--- src/rtl/poly_term_differentiator.sv ---
// Polynomial term differentiator front-end.
// Takes one (coef, exp) term per input handshake and emits (coef*exp, exp-1).
// The product is formed by a shift-add loop that consumes one exponent bit
// per cycle, so every non-constant term spends exactly EXP_W cycles in MUL.
// Constant terms are dropped. A constant term that carries the last flag
// becomes a zero-valued "flush" beat, so the polynomial framing still
// reaches the downstream stage.
//
// Handshake rules (both ports): a beat transfers on a rising edge where
// valid && ready. A producer holds its valid signal and its payload stable
// until the beat transfers. in_ready depends only on the FSM state and
// never on in_valid.
module poly_term_differentiator #(
   parameter int COEF_W = 8,
   parameter int EXP_W  = 4
) (
   input  logic                      clk,
   input  logic                      rst_n,
   input  logic                      in_valid,
   output logic                      in_ready,
   input  logic [COEF_W-1:0]         in_coef,
   input  logic [EXP_W-1:0]          in_exp,
   input  logic                      in_last,
   output logic                      out_valid,
   input  logic                      out_ready,
   output logic [COEF_W+EXP_W-1:0]   out_coef,
   output logic [EXP_W-1:0]          out_exp,
   output logic                      out_last,
   output logic                      poly_done,
   output logic [EXP_W+3:0]          term_count
);

   localparam int OUT_W = COEF_W + EXP_W;
   localparam int CNT_W = EXP_W + 4;
   localparam int IDX_W = (EXP_W > 1) ? $clog2(EXP_W) : 1;

   localparam logic [1:0] IDLE = 2'd0;
   localparam logic [1:0] MUL  = 2'd1;
   localparam logic [1:0] EMIT = 2'd2;

   localparam logic [IDX_W-1:0] IDX_ONE  = IDX_W'(1);
   localparam logic [IDX_W-1:0] IDX_LAST = IDX_W'(EXP_W - 1);
   localparam logic [EXP_W-1:0] EXP_ONE  = EXP_W'(1);
   localparam logic [CNT_W-1:0] CNT_ONE  = CNT_W'(1);

   logic [1:0]        state;
   logic [COEF_W-1:0] coef_r;
   logic [EXP_W-1:0]  exp_r;
   logic              last_r;
   logic [OUT_W-1:0]  acc;
   logic [IDX_W-1:0]  idx;
   logic              flush_r;   // current EMIT beat is a framing-only flush
   logic              new_poly;  // next accepted term starts a new polynomial

   logic [OUT_W-1:0]  addend;
   logic [OUT_W-1:0]  acc_next;
   logic              idx_last;

   // Handshake outputs are decoded straight from the state register.
   // in_ready is also held low while reset is asserted.
   always_comb begin
      in_ready  = (state == IDLE) && rst_n;
      out_valid = (state == EMIT);
   end

   // One shift-add step: add coef << idx when exponent bit idx is set.
   always_comb begin
      addend   = '0;
      if (exp_r[idx]) addend = OUT_W'(coef_r) << idx;
      acc_next = acc + addend;
      idx_last = (idx == IDX_LAST);
   end

   // Main FSM, datapath registers, framing and term counter.
   always_ff @(posedge clk or negedge rst_n) begin
      if (!rst_n) begin
         state      <= IDLE;
         coef_r     <= '0;
         exp_r      <= '0;
         last_r     <= 1'b0;
         acc        <= '0;
         idx        <= '0;
         flush_r    <= 1'b0;
         new_poly   <= 1'b1;
         out_coef   <= '0;
         out_exp    <= '0;
         out_last   <= 1'b0;
         poly_done  <= 1'b0;
         term_count <= '0;
      end else begin
         poly_done <= 1'b0;
         case (state)
            IDLE: begin
               if (in_valid) begin
                  if (new_poly) begin
                     term_count <= '0;
                     new_poly   <= 1'b0;
                  end
                  if (in_exp != '0) begin
                     coef_r <= in_coef;
                     exp_r  <= in_exp;
                     last_r <= in_last;
                     acc    <= '0;
                     idx    <= '0;
                     state  <= MUL;
                  end else if (in_last) begin
                     out_coef <= '0;
                     out_exp  <= '0;
                     out_last <= 1'b1;
                     flush_r  <= 1'b1;
                     state    <= EMIT;
                  end
               end
            end
            MUL: begin
               acc <= acc_next;
               idx <= idx + IDX_ONE;
               if (idx_last) begin
                  out_coef <= acc_next;
                  out_exp  <= exp_r - EXP_ONE;
                  out_last <= last_r;
                  flush_r  <= 1'b0;
                  state    <= EMIT;
               end
            end
            EMIT: begin
               if (out_ready) begin
                  state <= IDLE;
                  if (!flush_r) term_count <= term_count + CNT_ONE;
                  if (out_last) begin
                     poly_done <= 1'b1;
                     new_poly  <= 1'b1;
                  end
               end
            end
            default: state <= IDLE;
         endcase
      end
   end

endmodule
--- config.mk ---
export PLATFORM = sky130hd
export DESIGN_NAME = poly_term_differentiator
export DESIGN_NICKNAME = d
export VERILOG_FILES = /design/src/rtl/poly_term_differentiator.sv
export SDC_FILE = /design/constraint.sdc
export NUM_CORES = 1
export LEC_CHECK = 0
export BUFFER_PORTS_ARGS = -buffer_cell sky130_fd_sc_hd__buf_4
export CAP_MARGIN = 20
export CORE_ASPECT_RATIO = 1.2
export CORE_MARGIN = 5
export CORE_UTILIZATION = 57
export CTS_BUF_LIST = sky130_fd_sc_hd__clkbuf_16
export CTS_CLUSTER_SIZE = 40
export DETAILED_ROUTE_END_ITERATION = 6
export GPL_TIMING_DRIVEN = 0
export PLACE_DENSITY = 0.8
export SYNTH_ARGS = -nofsm -noshare
export SYNTH_HDL_FRONTEND = slang
export SYNTH_SLANG_ARGS = --single-unit
--- constraint.sdc ---
create_clock -name clk -period 7.8 [get_ports clk]
set_input_delay 1.56 -clock clk [delete_from_list [all_inputs] [get_ports clk]]
set_output_delay 1.56 -clock clk [all_outputs]
set_load 0.05 [all_outputs]
After elaboration in Yosys (flattened, before gate mapping):

Cells that the tools add are included.

* add/subtract/negate cells: 4
* magnitude comparators: 1
* equality and inequality tests: 13
* shift-type cells: 1
* muxes and demuxes: 44
* reductions and logical operators: 11

Operators by type and width (number)
* 12-bit 2-to-1 mux: 7
* 12-bit case mux with 2 select lines: 2
* 8-bit 2-to-1 mux: 4
* 4-bit 2-to-1 mux: 4
* 8-bit case mux with 2 select lines: 1
* 2-bit 2-to-1 mux: 7
* 12-bit adder: 1
* 1-bit 2-to-1 mux: 12
* 2-bit inequality test (second input constant): 6
* 8-bit by 2-bit left shift with 12-bit output: 1
* 5-bit AND reduction: 2
* 8-bit by 1-bit adder with 8-bit output (second input constant): 1
* 4-bit case mux with 2 select lines: 1
* 4-bit AND reduction: 2
* 2-bit by 1-bit inequality test with 1-bit output (second input constant): 3
* 1-bit case mux with 2 select lines: 3
* 2-bit case mux with 3 select lines: 1
* 3-bit AND reduction: 2
* 2-bit equality test (second input constant): 2
* 2-bit case mux with 2 select lines: 1
* 2-bit nonzero test: 2
* 4-bit nonzero test: 1
* 4-bit by 1-bit subtractor with 4-bit output (second input constant): 1
* 2-bit by 3-bit < comparator with 1-bit output (second input constant): 1
* other kinds (6): 6

* register bits after elaboration: 57
* input port bits: 17
* output and inout port bits: 28
* word-level logic and storage cells: 87

Logic depth before layout (Yosys ltp):

* depth in word-level cells: 6
* mapped depth: 11
* mapped depth without buffers: 10

Worst setup path before layout:

No wires, ideal clock.

* kind: input-to-output
* start point: input rst_n
* end point: output in_ready
* arrival time: 1.967 ns
* data required time: 6.240 ns
* setup slack: 4.273 ns
* cell stages on the path: 1
* path buffers: 0
* path through: and2_1

* cells in the longest elaborated chain, start to end: 1

Ends and longest elaborated chain
* start: declaration: RTL line 18 `input logic rst_n,`
* 1-bit logical AND: RTL line 62 `in_ready = (state == IDLE) && rst_n;`
* end: declaration: RTL line 20 `output logic in_ready,`

No other way between the ends.

Worst setup path after layout:

Ends and elaborated chain as after synthesis.

==> flow_metrics.env <==
export IMPL_synth_most_common_cell="dfrtp_1"
export IMPL_avgSynthCellArea_sq_um=10.5
export IMPL_gr_usage_all_layers_pct=22.6
export IMPL_die_x_microns=77.4
export IMPL_timing_hold_ws_ns=0.480
export IMPL_cts_resized=0
export IMPL_dieArea_sq_um=7030
export IMPL_start_util_pct=58.6
export IMPL_pre_cts_slack_ns=3.65
export IMPL_clock_sinks=57
export IMPL_dr_first_iter_drc_count=108
export IMPL_hold_viol=0
export IMPL_antenna_left=0
export IMPL_viasPerCell=5.97
export IMPL_synthFlopType="dfrtp_1"
export IMPL_setup_violations=0
export IMPL_period_minus_slack_ns=4.09
export IMPL_drcViolationCount=0
export IMPL_fin_crit_sh_pct=52.5
export IMPL_synth_top_area_cell="dfrtp_1"
export IMPL_synth_nets=329
export IMPL_worstSkewPairLatency_ns=0.33
export IMPL_ys_seq_area_share_pct=46.0
export IMPL_async_flop_share_pct=100
export IMPL_syn_inst=297
export IMPL_clock_root_buffer="clkbuf_16"
export IMPL_outcome="finished, final reports clean"
export IMPL_ioPinCount=45
export IMPL_vias=2503
export IMPL_nFillCells=389
export IMPL_tightest_slew_ns=0.701
export IMPL_synth_top_family_by_area="simple AND/OR/NAND/NOR gates"
export IMPL_diodes=0
export IMPL_grt_pass1_vias=2653
export IMPL_synthMuxAreaShare_pct=8.22
export IMPL_post_dp_hpwl_microns=5100
export IMPL_synth_seq_cells=57
export IMPL_synth_compound_area_share_pct=14.7
export IMPL_final_area_sq_um=3850
export IMPL_synth_top_area_share_pct=45.1
export IMPL_placed_area_sq_um=3510
export IMPL_leakagePower_nw=1.90
export IMPL_p_total_w=0.00187
export IMPL_endpoint_kind="primary output"
export IMPL_gp_congestion=0.859
export IMPL_drt_pass1_iterations=4
export IMPL_synthDistinctLibCells=53
export IMPL_core_area_sq_um=5300
export IMPL_rsz0062_at_grt="false"
export IMPL_slew_viol_final=0
export IMPL_worstSetupPathType="input pin to primary output"
export IMPL_worstPathRequired_ns=6.24
export IMPL_setup_tns_ns=0
export IMPL_path_max_fanout=58
export IMPL_rows=29
export IMPL_tritoncts="built"
export IMPL_layout_setup_ws_ns=3.71
export IMPL_ys_top_cells_by_area="dfrtp_1, nand2_1, ha_1"
export IMPL_powerDensity_nw_per_um2=487
export IMPL_nets=384
export IMPL_grt_max_degree=59
export IMPL_max_freq_mhz=244
export IMPL_grt_ovfl_total=0
export IMPL_synth_edf_count=0
export IMPL_yosys_area_share_simple_pct=17.1
export IMPL_yosys_warnings=0
export IMPL_max_slew_margin_pct=53.2
export IMPL_ctsHtreeMaxLevel=3
export IMPL_routedWlPerCell_microns=17.5
export IMPL_skew_ns=0.00445
export IMPL_synth_xor_area_share_pct=4.23
export IMPL_postRouteWirelength_microns=7320
export IMPL_synth_cell_area_sq_um=3100
export IMPL_synth_adder_area_share_pct=6.29
export IMPL_path_clk_slew_ns=0.05
export IMPL_cts_path_max_buffers=2
export IMPL_r2r_slack_ns=4.20
export IMPL_post_cts_setup_buffers=0
export IMPL_yosys_top_cells_count="dfrtp_1, nand2_1, o21ai_0"
export IMPL_hold_buffers=0
export IMPL_hp_class="flip-flop to flip-flop"
export IMPL_drive_above_1_share_pct=24.4
export IMPL_ir_drop_v=0.000257
export IMPL_numCtsBuffers=9
export IMPL_antenna_found_initial=0
export IMPL_startpoint_type="input pin"
export IMPL_maxCapViolCount=0
export IMPL_area_delta_synth_final_pct=23.9
export IMPL_cp_arrival_ns=2.53
export IMPL_die_y_microns=90.8
export IMPL_grt_first_pass_wirelength_microns=12700
export IMPL_portBuffers=44
==> report_power, final <==
part / switching [W] / internal (W) / total, W
logic: 0.000549 / 0.000364 / 0.000913
clock network: 0.000137 / 0.000309 / 0.000446
registers: 0.0000978 / 0.000416 / 0.000513
total: 0.000784 / 0.00109 / 0.00187
==> metrics by stage <==
step	utilization (%)	std cells
3_5_place_dp	66.3	403
3_3_place_gp	66.3	403
2_1_floorplan	-	297
5_1_grt	72.6	419
6_report	72.6	419
4_1_cts	72.6	419
==> per-layer routing <==
layer	track usage [%]	vias to the layer above	part of all wire, %	routed length (microns)
met5	0	-	0	0
met4	11.5	0	3.3	238
met3	4.79	22	5.2	381
met2	37.0	71	51	3730
met1	28.0	1230	41	2970
li1	-	1180	-	-
==> sequential cells by signal, summed over array words and instances, names as in the netlist <==
signal      flops
exp_r           4
acc            12
idx             2
out_last        1
term_count      8
new_poly        1
poly_done       1
flush_r         1
state           2
coef_r          8
out_exp         4
out_coef       12
last_r          1
==> logic make-up (layout without fill, tap and decap cells) <==
kind of cell / Yosys count / after routing
AND/OR/NAND/NOR: 106 / 106
AO/OA/AOI/OAI: 65 / 65
flip-flops: 57 / 57
buffers and inverters: 21 / 81
multiplexers: 18 / 18
adder cells (fa/ha/maj): 15 / 15
XOR/XNOR: 15 / 15
==> path summary, 6_finish.rpt <==
kind,from,depth (start not counted),to
max reg2reg,idx[0]$_DFFE_PN0P_,9,out_coef[8]$_DFFE_PN0P_
min reg2reg,out_coef[2]$_DFFE_PN0P_,2,out_coef[2]$_DFFE_PN0P_
max,rst_n,3,in_ready
max in group asynchronous,rst_n,1,term_count[4]$_DFFE_PN0P_
min in group asynchronous,rst_n,1,out_coef[0]$_DFFE_PN0P_
min,out_coef[2]$_DFFE_PN0P_,2,out_coef[2]$_DFFE_PN0P_
==> layout by cell type, fill, tap and decap left out, types with 9 or more instances in the layout <==
master / n
dfrtp_1: 56
xor2_1: 9
nand2_1: 47
buf_4: 44
mux2_2: 10
clkbuf_16: 9
clkbuf_1: 9
ha_1: 14
o21ai_0: 18
nor2_1: 11
a21oi_1: 12
and2_1: 9
==> cell type report <==
cell class / instances / area, sq um / share of cell area [%]
buffer: 14 / 80.1 / 2.08
clock buffer: 9 / 225 / 5.85
clock inverter: 7 / 110 / 2.86
inverter: 7 / 26.3 / 0.683
multi-input combinational: 219 / 1570 / 40.8
sequential: 57 / 1430 / 37.1
tap: 62 / 77.6 / 2.02
timing repair buffer: 44 / 330 / 8.59
==> worst max-delay path, cell delays in order <==
cell    delay [ns]
buf_4         0.55
and2_1        0.22
buf_4         0.19
No activity file was read; power rests on OpenSTA's default activity.
